<file path="src/rtl/riscv_i_pkg.sv">
`default_nettype none
// ============================================================================
//  Module      : riscv_i_pkg
//  Description : Shared constants for the I-type decode stage (opcodes,
//                instruction class codes, decoded-entry layout width).
//  Revision    : 1.0 - initial release
// ============================================================================
package riscv_i_pkg;

    // Major opcodes accepted by the I-type decode stage
    localparam logic [6:0] OPC_OP_IMM = 7'b0010011;
    localparam logic [6:0] OPC_LOAD   = 7'b0000011;
    localparam logic [6:0] OPC_JALR   = 7'b1100111;

    // Instruction class codes presented to execute
    localparam logic [1:0] CLS_ALU  = 2'd0;
    localparam logic [1:0] CLS_LOAD = 2'd1;
    localparam logic [1:0] CLS_JALR = 2'd2;
    localparam logic [1:0] CLS_ILL  = 2'd3;

    // Decoded entry = rd(5) + rs1(5) + funct3(3) + shamt(5) + class(2) + imm(XLEN)
    localparam int ENTRY_FIXED_W = 20;

endpackage : riscv_i_pkg
`default_nettype wire

</file>
<file path="src/rtl/i_field_decode.sv">
`default_nettype none
// ============================================================================
//  Module      : i_field_decode
//  Description : Combinational I-type field extraction, immediate sign
//                extension and legality classification.
//  Revision    : 1.0 - initial release
// ============================================================================
module i_field_decode
    import riscv_i_pkg::*;
#(
    parameter int XLEN = 32
) (
    input  logic [31:0]     i_instr,
    output logic [4:0]      o_rd,
    output logic [4:0]      o_rs1,
    output logic [2:0]      o_funct3,
    output logic [XLEN-1:0] o_imm,
    output logic [4:0]      o_shamt,
    output logic [1:0]      o_cls
);

    logic [6:0] w_opcode;
    logic [6:0] w_funct7;

    assign w_opcode = i_instr[6:0];
    assign w_funct7 = i_instr[31:25];
    assign o_rd     = i_instr[11:7];
    assign o_rs1    = i_instr[19:15];
    assign o_funct3 = i_instr[14:12];
    assign o_imm    = {{(XLEN-12){i_instr[31]}}, i_instr[31:20]};

    // Classify the word; shift amount is only meaningful for OP-IMM shifts
    always_comb begin
        o_cls   = CLS_ILL;
        o_shamt = 5'd0;
        case (w_opcode)
            OPC_OP_IMM: begin
                o_cls = CLS_ALU;
                if (o_funct3 == 3'b001) begin
                    o_shamt = i_instr[24:20];
                    if (w_funct7 != 7'b0000000) begin
                        o_cls = CLS_ILL;
                    end
                end else if (o_funct3 == 3'b101) begin
                    o_shamt = i_instr[24:20];
                    if ((w_funct7 != 7'b0000000) && (w_funct7 != 7'b0100000)) begin
                        o_cls = CLS_ILL;
                    end
                end
            end
            OPC_LOAD: begin
                case (o_funct3)
                    3'b000, 3'b001, 3'b010, 3'b100, 3'b101: o_cls = CLS_LOAD;
                    default:                                o_cls = CLS_ILL;
                endcase
            end
            OPC_JALR: begin
                if (o_funct3 == 3'b000) begin
                    o_cls = CLS_JALR;
                end
            end
            default: o_cls = CLS_ILL;
        endcase
    end

endmodule : i_field_decode
`default_nettype wire

</file>
<file path="src/rtl/i_type_decode_stage.sv">
`default_nettype none
// ============================================================================
//  Module      : i_type_decode_stage
//  Description : Decodes I-type instructions into a 2-entry in-order skid
//                buffer with valid/ready on both sides, flush and a
//                load-use interlock in front of execute.
//  Revision    : 1.0 - initial release
// ============================================================================
module i_type_decode_stage
    import riscv_i_pkg::*;
#(
    parameter int XLEN     = 32,
    parameter int LU_STALL = 1
) (
    input  logic            clk,
    input  logic            rst,
    input  logic            flush,
    input  logic            in_valid,
    output logic            in_ready,
    input  logic [31:0]     in_instr,
    output logic            out_valid,
    input  logic            out_ready,
    output logic [4:0]      out_rd,
    output logic [4:0]      out_rs1,
    output logic [2:0]      out_funct3,
    output logic [XLEN-1:0] out_imm,
    output logic [4:0]      out_shamt,
    output logic [1:0]      out_class,
    output logic            out_illegal
);

    localparam int         c_ENTRY_W  = ENTRY_FIXED_W + XLEN;
    localparam logic [1:0] c_LU_STALL = 2'(LU_STALL);

    // Occupancy states
    localparam logic [1:0] ST_EMPTY = 2'd0;
    localparam logic [1:0] ST_ONE   = 2'd1;
    localparam logic [1:0] ST_FULL  = 2'd2;

    logic [1:0]           r_state;
    logic [1:0]           w_next_state;
    logic [c_ENTRY_W-1:0] r_slot0;      // head entry
    logic [c_ENTRY_W-1:0] r_slot1;      // second entry, valid only when FULL
    logic                 r_in_ready;
    logic [1:0]           r_lu_cnt;
    logic [4:0]           r_last_load_rd;

    logic [4:0]           w_dec_rd;
    logic [4:0]           w_dec_rs1;
    logic [2:0]           w_dec_funct3;
    logic [XLEN-1:0]      w_dec_imm;
    logic [4:0]           w_dec_shamt;
    logic [1:0]           w_dec_cls;
    logic [c_ENTRY_W-1:0] w_dec_entry;

    logic [4:0]           w_head_rd;
    logic [4:0]           w_head_rs1;
    logic [1:0]           w_head_cls;
    logic                 w_stall;
    logic                 w_out_valid;
    logic                 w_accept;
    logic                 w_pop;

    i_field_decode #(
        .XLEN (XLEN)
    ) u_field_decode (
        .i_instr  (in_instr),
        .o_rd     (w_dec_rd),
        .o_rs1    (w_dec_rs1),
        .o_funct3 (w_dec_funct3),
        .o_imm    (w_dec_imm),
        .o_shamt  (w_dec_shamt),
        .o_cls    (w_dec_cls)
    );

    // Entry layout: {rd, rs1, funct3, shamt, class, imm}
    assign w_dec_entry = {w_dec_rd, w_dec_rs1, w_dec_funct3, w_dec_shamt, w_dec_cls, w_dec_imm};

    assign w_head_rd  = r_slot0[XLEN+19:XLEN+15];
    assign w_head_rs1 = r_slot0[XLEN+14:XLEN+10];
    assign w_head_cls = r_slot0[XLEN+1:XLEN];

    // A head reading a register still being loaded is held back from execute
    assign w_stall     = (r_lu_cnt != 2'd0) && (r_last_load_rd != 5'd0) &&
                         (w_head_rs1 == r_last_load_rd);
    assign w_out_valid = (r_state != ST_EMPTY) && !w_stall;
    assign w_accept    = in_valid && r_in_ready && !flush;
    assign w_pop       = w_out_valid && out_ready && !flush;

    assign in_ready    = r_in_ready;
    assign out_valid   = w_out_valid;
    assign out_rd      = w_head_rd;
    assign out_rs1     = w_head_rs1;
    assign out_funct3  = r_slot0[XLEN+9:XLEN+7];
    assign out_shamt   = r_slot0[XLEN+6:XLEN+2];
    assign out_class   = w_head_cls;
    assign out_imm     = r_slot0[XLEN-1:0];
    assign out_illegal = (w_head_cls == CLS_ILL);

    // Next occupancy; flush overrides any handshake in the same cycle
    always_comb begin
        w_next_state = r_state;
        if (flush) begin
            w_next_state = ST_EMPTY;
        end else begin
            case (r_state)
                ST_EMPTY: if (w_accept) w_next_state = ST_ONE;
                ST_ONE: begin
                    if (w_accept && !w_pop)      w_next_state = ST_FULL;
                    else if (!w_accept && w_pop) w_next_state = ST_EMPTY;
                end
                ST_FULL:  if (w_pop && !w_accept) w_next_state = ST_ONE;
                default:  w_next_state = ST_EMPTY;
            endcase
        end
    end

    // Occupancy state and registered in_ready (low only when next is FULL)
    always_ff @(posedge clk or posedge rst) begin
        if (rst) begin
            r_state    <= ST_EMPTY;
            r_in_ready <= 1'b1;
        end else begin
            r_state    <= w_next_state;
            r_in_ready <= (w_next_state != ST_FULL);
        end
    end

    // Entry storage: slot0 is always the head, slot1 shifts up on pop
    always_ff @(posedge clk or posedge rst) begin
        if (rst) begin
            r_slot0 <= '0;
            r_slot1 <= '0;
        end else if (!flush) begin
            case (r_state)
                ST_EMPTY: if (w_accept) r_slot0 <= w_dec_entry;
                ST_ONE: begin
                    if (w_accept) begin
                        if (w_pop) r_slot0 <= w_dec_entry;
                        else       r_slot1 <= w_dec_entry;
                    end
                end
                ST_FULL:  if (w_pop) r_slot0 <= r_slot1;
                default:  ;
            endcase
        end
    end

    // Load-use interlock: arm on a LOAD leaving the stage, then count down
    always_ff @(posedge clk or posedge rst) begin
        if (rst) begin
            r_lu_cnt       <= 2'd0;
            r_last_load_rd <= 5'd0;
        end else if (flush) begin
            r_lu_cnt <= 2'd0;
        end else if (w_pop && (w_head_cls == CLS_LOAD)) begin
            r_lu_cnt       <= c_LU_STALL;
            r_last_load_rd <= w_head_rd;
        end else if (r_lu_cnt != 2'd0) begin
            r_lu_cnt <= r_lu_cnt - 2'd1;
        end
    end

endmodule : i_type_decode_stage
`default_nettype wire

</file>
<file path="config.mk">
export PLATFORM = sky130hd
export DESIGN_NAME = i_type_decode_stage
export DESIGN_NICKNAME = d
export VERILOG_FILES = /design/src/rtl/riscv_i_pkg.sv /design/src/rtl/i_field_decode.sv /design/src/rtl/i_type_decode_stage.sv
export SDC_FILE = /design/constraint.sdc
export NUM_CORES = 1
export LEC_CHECK = 0
export BUFFER_PORTS_ARGS = -buffer_cell sky130_fd_sc_hd__buf_2
export CORE_MARGIN = 2
export CORE_UTILIZATION = 30
export DETAILED_ROUTE_END_ITERATION = 12
export PLACE_DENSITY = 0.62
export SETUP_SLACK_MARGIN = 0.3
export SYNTH_ARGS = -nofsm -noshare
export SYNTH_HDL_FRONTEND = slang
export SYNTH_SLANG_ARGS = --single-unit
</file>
<file path="constraint.sdc">
create_clock -name clk -period 3.2 [get_ports clk]
set_input_delay 0.64 -clock clk [delete_from_list [all_inputs] [get_ports clk]]
set_output_delay 0.64 -clock clk [all_outputs]
set_load 0.05 [all_outputs]
</file>
Word-level counts from Yosys, hierarchy flattened
Index checks and enable logic that the tools add are counted.
Operators by class
  $add $sub $neg: 1
  muxes and demuxes: 24
  equal/unequal tests: 18
  reduce and logical (&&, ||, !) cells: 27
  bitwise gates (word level): 2
Operators with widths (number)
  52-bit 2-to-1 mux: 4
  52-bit case mux with 3 select lines: 1
  2-bit 2-to-1 mux: 13
  5-bit 2-to-1 mux: 3
  2-bit case mux with 3 select lines: 2
  1-bit logical AND: 11
  2-bit inequality test (second input constant): 5
  7-bit by 2-bit == test with 1-bit output (second input constant): 1
  7-bit by 5-bit == test with 1-bit output (second input constant): 1
  7-bit == test (second input constant): 1
  7-bit by 6-bit inequality test with 1-bit output (second input constant): 1
  7-bit nonzero test: 1
  3-bit == test (second input constant): 2
  6-bit AND reduction: 1
  3-bit nonzero test: 2
  5-bit == test: 1
  5-bit nonzero test: 1
  5-bit OR reduction: 1
  2-bit by 1-bit == test with 1-bit output (second input constant): 2
  2-bit == test (second input constant): 2
  1-bit zero test: 4
  4-bit AND reduction: 1
  2-bit nonzero test: 2
  3-bit by 1-bit == test with 1-bit output (second input constant): 1
  other kinds (7): 8
Storage, ports and cells
  output and inout port bits: 55
  register bits: 114

Longest topological paths before layout
Gate-level depths: netlist of the first run.
  depth in word-level cells: 13
  depth in mapped cells: 8
  depth with buffers taken out: 6

Hierarchy
A second synthesis of the first run with hierarchy kept.
Second synthesis, totals
  cell total of the unflattened synthesis: 469
  area total of the unflattened synthesis: 5660.4 um^2
Modules (own cells, without submodules)
  i_type_decode_stage: sequential area each 2854.0 um^2, cells an instance 403, instances 1, area an instance 5159.9 um^2
  i_field_decode: sequential area each 0.0 um^2, cells an instance 66, instances 1, area an instance 500.5 um^2

Worst setup path after synthesis of the first run
Ideal clock, no wire load.
  path kind: reg2reg
  from: reg r_slot0[46]
  to: reg r_slot1[0]
  data arrival time: 2.192 ns
  stages on the path, launching flop included: 8
  buffers on the path: 2
  period minus slack after synthesis: 2.317 ns
  library setup time: 0.125 ns
  setup slack: 0.883 ns
  data required time: 3.075 ns
  cells stage by stage: dfrtp_1 xor2_1 nor4_2 a31oi_1 or3b_1 buf_2 buf_6 mux2_4
Between the ends
  cells in the longest elaborated chain, start to end: 8
RTL lines
  start: declaration: line i_type_decode_stage.sv:42  | logic [c_ENTRY_W-1:0] r_slot0;
  start signal: assignment: line i_type_decode_stage.sv:136  | ST_EMPTY: if (w_accept) r_slot0 <= w_dec_entry;
  start signal: assignment: line i_type_decode_stage.sv:139  | if (w_pop) r_slot0 <= w_dec_entry;
  start signal: assignment: line i_type_decode_stage.sv:143  | ST_FULL: if (w_pop) r_slot0 <= r_slot1;
  5-bit == test: line i_type_decode_stage.sv:85  | (w_head_rs1 == r_last_load_rd);
  1-bit logical AND: line i_type_decode_stage.sv:84  | assign w_stall = (r_lu_cnt != 2'd0) && (r_last_load_rd != 5'd0) &&
  1-bit zero test: line i_type_decode_stage.sv:86  | assign w_out_valid = (r_state != ST_EMPTY) && !w_stall;
  1-bit logical AND: line i_type_decode_stage.sv:86
  1-bit logical AND (2 in series): line i_type_decode_stage.sv:88  | assign w_pop = w_out_valid && out_ready && !flush;
  1-bit inverter (no line)
  4-bit AND reduction (no line)
  end signal: assignment: line i_type_decode_stage.sv:140  | else r_slot1 <= w_dec_entry;
  end: declaration: line i_type_decode_stage.sv:43  | logic [c_ENTRY_W-1:0] r_slot1;
No other way between the ends.
A chain may end at the register's enable or synchronous reset.

Worst setup path after layout of the first run
  from: reg r_lu_cnt[0]
  to: out out_valid
Between the ends
  cells in the longest elaborated chain, start to end: 5
RTL lines
  start: declaration: line i_type_decode_stage.sv:45  | logic [1:0] r_lu_cnt;
  start signal: assignment: line i_type_decode_stage.sv:157  | r_lu_cnt <= c_LU_STALL;
  start signal: assignment: line i_type_decode_stage.sv:160  | r_lu_cnt <= r_lu_cnt - 2'd1;
  2-bit nonzero test: line i_type_decode_stage.sv:84
  1-bit logical AND (2 in series): line i_type_decode_stage.sv:84
  1-bit zero test: line i_type_decode_stage.sv:86
  1-bit logical AND: line i_type_decode_stage.sv:86
  end: declaration: line i_type_decode_stage.sv:21  | output logic out_valid,
No other way between the ends.

==> results.sh, run 1 <==
export IMPL_port_buffers=91
export IMPL_ctsHoldBuffers=0
export IMPL_grt_antenna_before_repair=0
export IMPL_syn_inst=340
export IMPL_finClkSkew_ns=0.00760
export IMPL_relSlewSlack=0.408
export IMPL_wire_per_inst_um=14.4
export IMPL_hold_class="reg -> reg"
export IMPL_dp_hpwl_um=6060
export IMPL_drive_gt1_frac=0.439
export IMPL_synth_nets=378
export IMPL_cts_tree="yes"
export IMPL_fin_cells=583
export IMPL_antenna_cells=0
export IMPL_wl_um=8400
export IMPL_final_cell_mix="buf_2 (91), nand2_1 (90), dfrtp_1 (73), mux2_2 (39), mux2_4 (26)"
export IMPL_layout_commonest_cell="buf_2"
export IMPL_drt_iter0_drc=85
export IMPL_place_ws_ns=0.499
export IMPL_post_cts_buffers=0
export IMPL_hold_viol=0
export IMPL_ys_seq_area_frac=0.495
export IMPL_area_growth_pct=20.9
export IMPL_final_net_count=449
export IMPL_critPathLaunchType="flop"
export IMPL_core_area_sq_mm=0.0121
export IMPL_status="finished clean"
export IMPL_start_util=0.309
export IMPL_clock_root_buffer="clkbuf_16"
export IMPL_die_area_sq_mm=0.0134
export IMPL_powerDensity_mw_per_mm2=847
export IMPL_fill_cells=1222
export IMPL_setup_slack_ns=0.688
export IMPL_fin_tns_setup_ns=0
export IMPL_finalPower_w=0.00384
export IMPL_ir_worst_vdd_v=0.000381
export IMPL_grt_pass1_wl_um=13800
export IMPL_max_freq_ghz=0.398
export IMPL_numCtsBuffers=9
export IMPL_clock_path_buffers=2
export IMPL_first_global_vias=2648
export IMPL_firstDrtPassIters=4
export IMPL_grt_max_degree=42
export IMPL_post_route_drc_count=0
export IMPL_hold_ws_ns=0.493
export IMPL_ant_nets=0
export IMPL_die_x_um=116
export IMPL_avgViaCountPerCell=4.38
export IMPL_crit_type="reg -> out"
export IMPL_track_usage=0.135
export IMPL_worstMarginPinSlew_ns=0.887
export IMPL_grt_overflow=0
export IMPL_path_max_fanout=4
export IMPL_multi_input_area_sq_mm=0.00163
export IMPL_cts_resized=0
export IMPL_regArea_sq_mm=0.00185
export IMPL_htreeDepth=3
export IMPL_clkLatencyLatePin_ns=0.33
export IMPL_ys_ff_latch=74
export IMPL_path_clk_slew_ns=0.06
export IMPL_cp_arrival_ns=1.87
export IMPL_avgSynthCellArea_sq_um=11.0
export IMPL_slew_viol_final=0
export IMPL_vias=2554
export IMPL_cts_sinks=74
export IMPL_synth_area_sq_mm=0.00375
export IMPL_synth_distinct_cells=41
export IMPL_yosys_warnings=0
export IMPL_p_leak_nw=2.29
export IMPL_io_pins=92
export IMPL_setup_violations=0
export IMPL_dp_cells=568
export IMPL_layout_min_cycle_time_ns=2.51
export IMPL_globalplace_congestion=0.805
export IMPL_fin_crit_sh=0.785
export IMPL_row_count=40
export IMPL_endpoint_kind="output pin"
export IMPL_cp_data_required_time_ns=2.56
export IMPL_rsz0062_at_grt="no"
export IMPL_drv_cap=0
export IMPL_chipHeight_um=116
layout make-up:
class	count	share of cell area
tap	168	0.0464
timing repair buffer	97	0.113
inverter	9	0.00746
clock inverter	3	0.00884
sequential	74	0.409
multi-input combinational	220	0.361
clock buffer	12	0.0544
worst paths after layout:
| kind | startpoint | to | slack [ns] | depth (start not counted) |
|---|---|---|---|---|
| min reg2reg | r_slot0[7] | r_slot0[7] | 0.49 | 1 |
| min | r_slot0[7] | r_slot0[7] | 0.49 | 1 |
| max in group asynchronous | rst | r_slot1[38] | 2.01 | 3 |
| min in group asynchronous | rst | r_slot1[49] | 0.50 | 2 |
| max | r_lu_cnt[0] | out_valid | 0.69 | 6 |
| max reg2reg | r_lu_cnt[0] | r_slot0[38] | 0.79 | 7 |
state kept, by name, indices dropped and copies added, names as in the netlist:
signal	cells
r_slot0	32
r_slot1	32
r_last_load_rd	5
r_lu_cnt	2
r_state	2
in_ready	1
cell usage after synthesis:
| cell | instances | area share |
|---|---|---|
| o21a_1 | 1 | 0.0020 |
| a31oi_1 | 2 | 0.0033 |
| inv_1 | 9 | 0.0090 |
| or2_2 | 1 | 0.0017 |
| mux2i_1 | 4 | 0.011 |
| o21ai_0 | 9 | 0.012 |
| buf_6 | 3 | 0.0090 |
| o2111ai_1 | 1 | 0.0023 |
| mux2_1 | 1 | 0.0030 |
| nor4_2 | 1 | 0.0033 |
| nand3b_1 | 3 | 0.0060 |
| nand3_1 | 1 | 0.0013 |
| a21oi_1 | 3 | 0.0040 |
| buf_1 | 1 | 0.0010 |
| xor2_1 | 6 | 0.014 |
| nor3_1 | 2 | 0.0027 |
| a41oi_2 | 1 | 0.0043 |
| o32a_1 | 1 | 0.0027 |
| mux2_4 | 26 | 0.10 |
| o21bai_1 | 1 | 0.0020 |
| o31ai_1 | 1 | 0.0020 |
| mux2_2 | 39 | 0.12 |
| ha_1 | 1 | 0.0033 |
| dfrtp_1 | 73 | 0.49 |
| dfstp_2 | 1 | 0.0070 |
| a21o_1 | 1 | 0.0020 |
| clkbuf_1 | 9 | 0.0090 |
| nor2b_1 | 1 | 0.0017 |
| and2_1 | 2 | 0.0033 |
| nand2b_1 | 3 | 0.0050 |
| nor3b_1 | 1 | 0.0020 |
| o22ai_1 | 1 | 0.0017 |
| buf_4 | 20 | 0.040 |
| or3_1 | 1 | 0.0017 |
| nor4_1 | 5 | 0.0084 |
| nor2_1 | 7 | 0.0070 |
| buf_2 | 4 | 0.0053 |
| a311o_1 | 1 | 0.0027 |
| nand2_1 | 90 | 0.090 |
| and3_1 | 1 | 0.0017 |
| or3b_1 | 1 | 0.0023 |
routing by layer:
metal  routed length [um]  vias to the layer above  global-route usage
met4                  129                        0              0.0484
li1                     -                     1252                   -
met3                  320                       10              0.0387
met1                 3800                     1246               0.173
met5                    0                        -                   0
met2                 4150                       46               0.219
report_power, final:
group / internal, W / leakage [nW] / switching, W
Sequential: 0.00122 / 0.906 / 0.000193
Clock: 0.000618 / 0.142 / 0.000368
Combinational: 0.000490 / 1.24 / 0.000951
Total: 0.00233 / 2.29 / 0.00151
critical path, stage by stage, from the launching register on:
cell and delay, ns:
dfrtp_1 0.35, inv_1 0.05, ha_1 0.25, nor4_2 0.33, nand3_1 0.19, o21a_1 0.16, buf_2 0.21
through the flow:
stage               area [sq um]  utilization
finish                      4530        0.374
CTS                         4530        0.374
detailed placement          4240        0.350
floorplan                   3750            -
global placement            4240        0.350
global route                4530        0.374
cell families (layout without fill, tap and decap cells):
kind of cell    count (synthesis)  after routing  synth area share
compound gates                 23             23            0.0411
xor+xnor                        6              6            0.0140
fa+ha+maj                       1              1           0.00334
buf+inv                        46            121            0.0735
flops                          74             74             0.495
mux                            70             70             0.235
simple gates                  120            120             0.138
No activity file was read; power rests on OpenSTA's default activity.
==> inputs of run 2 (changes only) <==
- ABC_AREA: unset -> 1
- PLACE_DENSITY: 0.62 -> 0.64
- clock period: 3.2 -> 2.3 ns (I/O delays scaled with it)
==> results.sh, run 2 <==
export IMPL_clkLatencyLatePin_ns=0.33
export IMPL_antenna_cells=0
export IMPL_synth_compound_area_share=0.140
export IMPL_grt_overflow=0
export IMPL_hold_ws_ns=0.272
export IMPL_crit_type="reg -> out"
export IMPL_crit_top_cell="inv_2"
export IMPL_multi_input_area_sq_mm=0.00148
export IMPL_chipHeight_um=117
export IMPL_grt_max_degree=42
export IMPL_synth_distinct_cells=31
export IMPL_status="finished clean"
export IMPL_first_global_vias=3026
export IMPL_reg2reg_depth=15
export IMPL_slowest_stage="dfrtp_1"
export IMPL_synthTopCellsByArea="dfrtp_1 (48%), nand2_1 (15%), inv_1 (5.1%)"
export IMPL_placedInstanceArea_sq_mm=0.00425
export IMPL_vias=3196
export IMPL_ant_nets=0
export IMPL_max_stage_delay_ns=0.35
export IMPL_dp_hpwl_um=6440
export IMPL_yosysMostFrequentCell="nand2_1"
export IMPL_synth_edff_count=0
export IMPL_grt_antenna_before_repair=0
export IMPL_synth_top_area_share=0.480
export IMPL_cts_tree="yes"
export IMPL_rsz0062_at_grt="yes"
export IMPL_async_flop_share=1.00
export IMPL_finClkSkew_ns=0.00474
export IMPL_largestRegisters="r_slot0: 32 flops, r_slot1: 32 flops, r_last_load_rd: 5 flops"
export IMPL_avgSynthCellArea_sq_um=8.09
export IMPL_finish_utilization=0.374
export IMPL_synth_top_family_by_area="simple AND/OR/NAND/NOR gates"
export IMPL_worstMarginPinSlew_ns=0.474
export IMPL_post_route_drc_count=0
export IMPL_regArea_sq_mm=0.00185
export IMPL_fill_cells=1303
export IMPL_wire_per_inst_um=12.3
export IMPL_start_util=0.304
export IMPL_critPathLaunchType="flop"
export IMPL_setup_violations=0
export IMPL_final_net_count=589
export IMPL_globalplace_congestion=0.875
export IMPL_track_usage=0.138
export IMPL_ctsHoldBuffers=0
export IMPL_setup_slack_ns=0.340
export IMPL_numCtsBuffers=9
export IMPL_synth_nets=509
export IMPL_core_area_sq_mm=0.0125
export IMPL_clock_path_buffers=2
export IMPL_cts_sinks=74
export IMPL_htreeDepth=3
export IMPL_synth_flop_cell="dfrtp_1"
export IMPL_hold_viol=0
export IMPL_relSlewSlack=0.684
export IMPL_synth_fa_ha_area_frac=0.00329
export IMPL_die_x_um=117
export IMPL_fin_crit_sh=0.852
export IMPL_endpoint_kind="output pin"
export IMPL_hold_class="in -> async"
export IMPL_powerDensity_mw_per_mm2=1020
export IMPL_path_max_fanout=3
export IMPL_port_buffers=91
export IMPL_cp_data_required_time_ns=1.84
export IMPL_yosys_warnings=0
export IMPL_synth_simple_gate_area_share=0.235
export IMPL_worstReg2RegEnd="r_slot1[32]"
export IMPL_p_leak_nw=2.46
export IMPL_fin_tns_setup_ns=0
export IMPL_syn_inst=471
export IMPL_final_cell_mix="nand2_1 (153), buf_2 (90), dfrtp_1 (73), inv_1 (48), nor2_1 (37)"
export IMPL_crit_family="flip-flops"
export IMPL_die_area_sq_mm=0.0136
export IMPL_drt_iter0_drc=113
export IMPL_avgViaCountPerCell=4.40
export IMPL_rr_startpoint="r_lu_cnt[0]"
export IMPL_path_buf_inv=4
export IMPL_synth_mux_area_frac=0.00263
export IMPL_drv_cap=0
export IMPL_synth_xor_area_frac=0
export IMPL_max_freq_ghz=0.510
export IMPL_io_pins=92
export IMPL_synth_largest_area_cell="dfrtp_1"
export IMPL_area_growth_pct=22.8
export IMPL_path_clk_slew_ns=0.05
export IMPL_row_count=41
export IMPL_layout_commonest_cell="nand2_1"
export IMPL_r2r_slack_ns=0.40
export IMPL_place_ws_ns=0.332
export IMPL_ys_seq_area_frac=0.487
export IMPL_ys_ff_latch=74
export IMPL_layout_min_cycle_time_ns=1.96
export IMPL_drive_gt1_frac=0.303
export IMPL_ir_worst_vdd_v=0.000415
export IMPL_slew_viol_final=0
export IMPL_synth_area_sq_mm=0.00381
export IMPL_grt_pass1_wl_um=14600
export IMPL_cp_arrival_ns=1.50
export IMPL_firstDrtPassIters=4
export IMPL_path_cells="inv_2 > ha_2 > inv_2 > nand2_2 > nor2_2 > nand4_2 > inv_2 > nor2_2 > buf_6"
export IMPL_wl_um=8930
export IMPL_fin_area_sq_mm=0.00468
export IMPL_cp_startpoint="r_lu_cnt[0]"
export IMPL_clock_root_buffer="clkbuf_16"
export IMPL_ys_top_cells_by_count="nand2_1 (154), dfrtp_1 (73), inv_1 (52), nor2_1 (39), o21ai_0 (24)"
==> run 2: cell families after synthesis <==
group | Yosys count
AO/OA/AOI/OAI | 81
adder cells (fa/ha/maj) | 1
buffers and inverters | 94
flip-flops | 74
multiplexers | 1
AND/OR/NAND/NOR | 220
==> run 2: metrics by stage <==
stage / cells / power [W]
final: 727 / 0.00475
after global routing: 727 / 0.00503
after CTS: 720 / 0.00475
after detailed placement: 703 / 0.00343
after global placement: 703 / 0.00339
after floorplan: 471 / 0.00316
==> run 2: how the worst max path moves through the flow <==
| stage | endpoint | depth (start not counted) | slack (ns) |
|---|---|---|---|
| after floorplan | out_valid | 6 | 0.34 |
| final | out_valid | 9 | 0.34 |
| after CTS | out_valid | 9 | 0.31 |
| after global routing | out_valid | 9 | 0.25 |
| after detailed placement | r_slot1[34] | 13 | 0.33 |
| after global placement | r_slot1[34] | 13 | 0.40 |
==> run 2: area by class of cell <==
type | count | area share
Sequential cell | 74 | 0.396
Multi-Input combinational cell | 303 | 0.316
Timing Repair Buffer | 108 | 0.136
Clock buffer | 13 | 0.0556
Inverter | 55 | 0.0482
Tap cell | 172 | 0.0460
Clock inverter | 2 | 0.00268
==> run 2: worst reg2reg max path, cell delays in order (launching register included) <==
cell,delay (ns)
dfrtp_1,0.35
inv_2,0.04
ha_2,0.17
inv_2,0.07
nand2_2,0.05
nor2_2,0.10
nand4_2,0.11
buf_6,0.14
nand3_2,0.07
nand2_2,0.06
inv_2,0.11
nand2_8,0.09
buf_8,0.16
clkbuf_16,0.16
nand2_1,0.06
nand2_1,0.05
==> run 2: report_power, final <==
| part | switching [W] | internal [W] |
|---|---|---|
| clock network | 0.000501 | 0.000781 |
| logic | 0.00120 | 0.000471 |
| registers | 0.000175 | 0.00162 |
| total | 0.00188 | 0.00287 |
==> run 2: layer usage <==
layer | GRT usage | vias up | wire [um]
li1 | - | 1631 | -
met1 | 0.180 | 1474 | 4130
met2 | 0.206 | 74 | 4010
met3 | 0.0550 | 17 | 608
met4 | 0.0557 | 0 | 182
met5 | 0 | - | 0
==> run 2: repair_timing <==
| action | in CTS | in global routing |
|---|---|---|
| resized for setup | 3 | 20 |
| setup buffers | 2 | 6 |
| pin swaps | 2 | 1 |
| endpoints found under the setup margin | 1 | 69 |
| cloned | 0 | 1 |
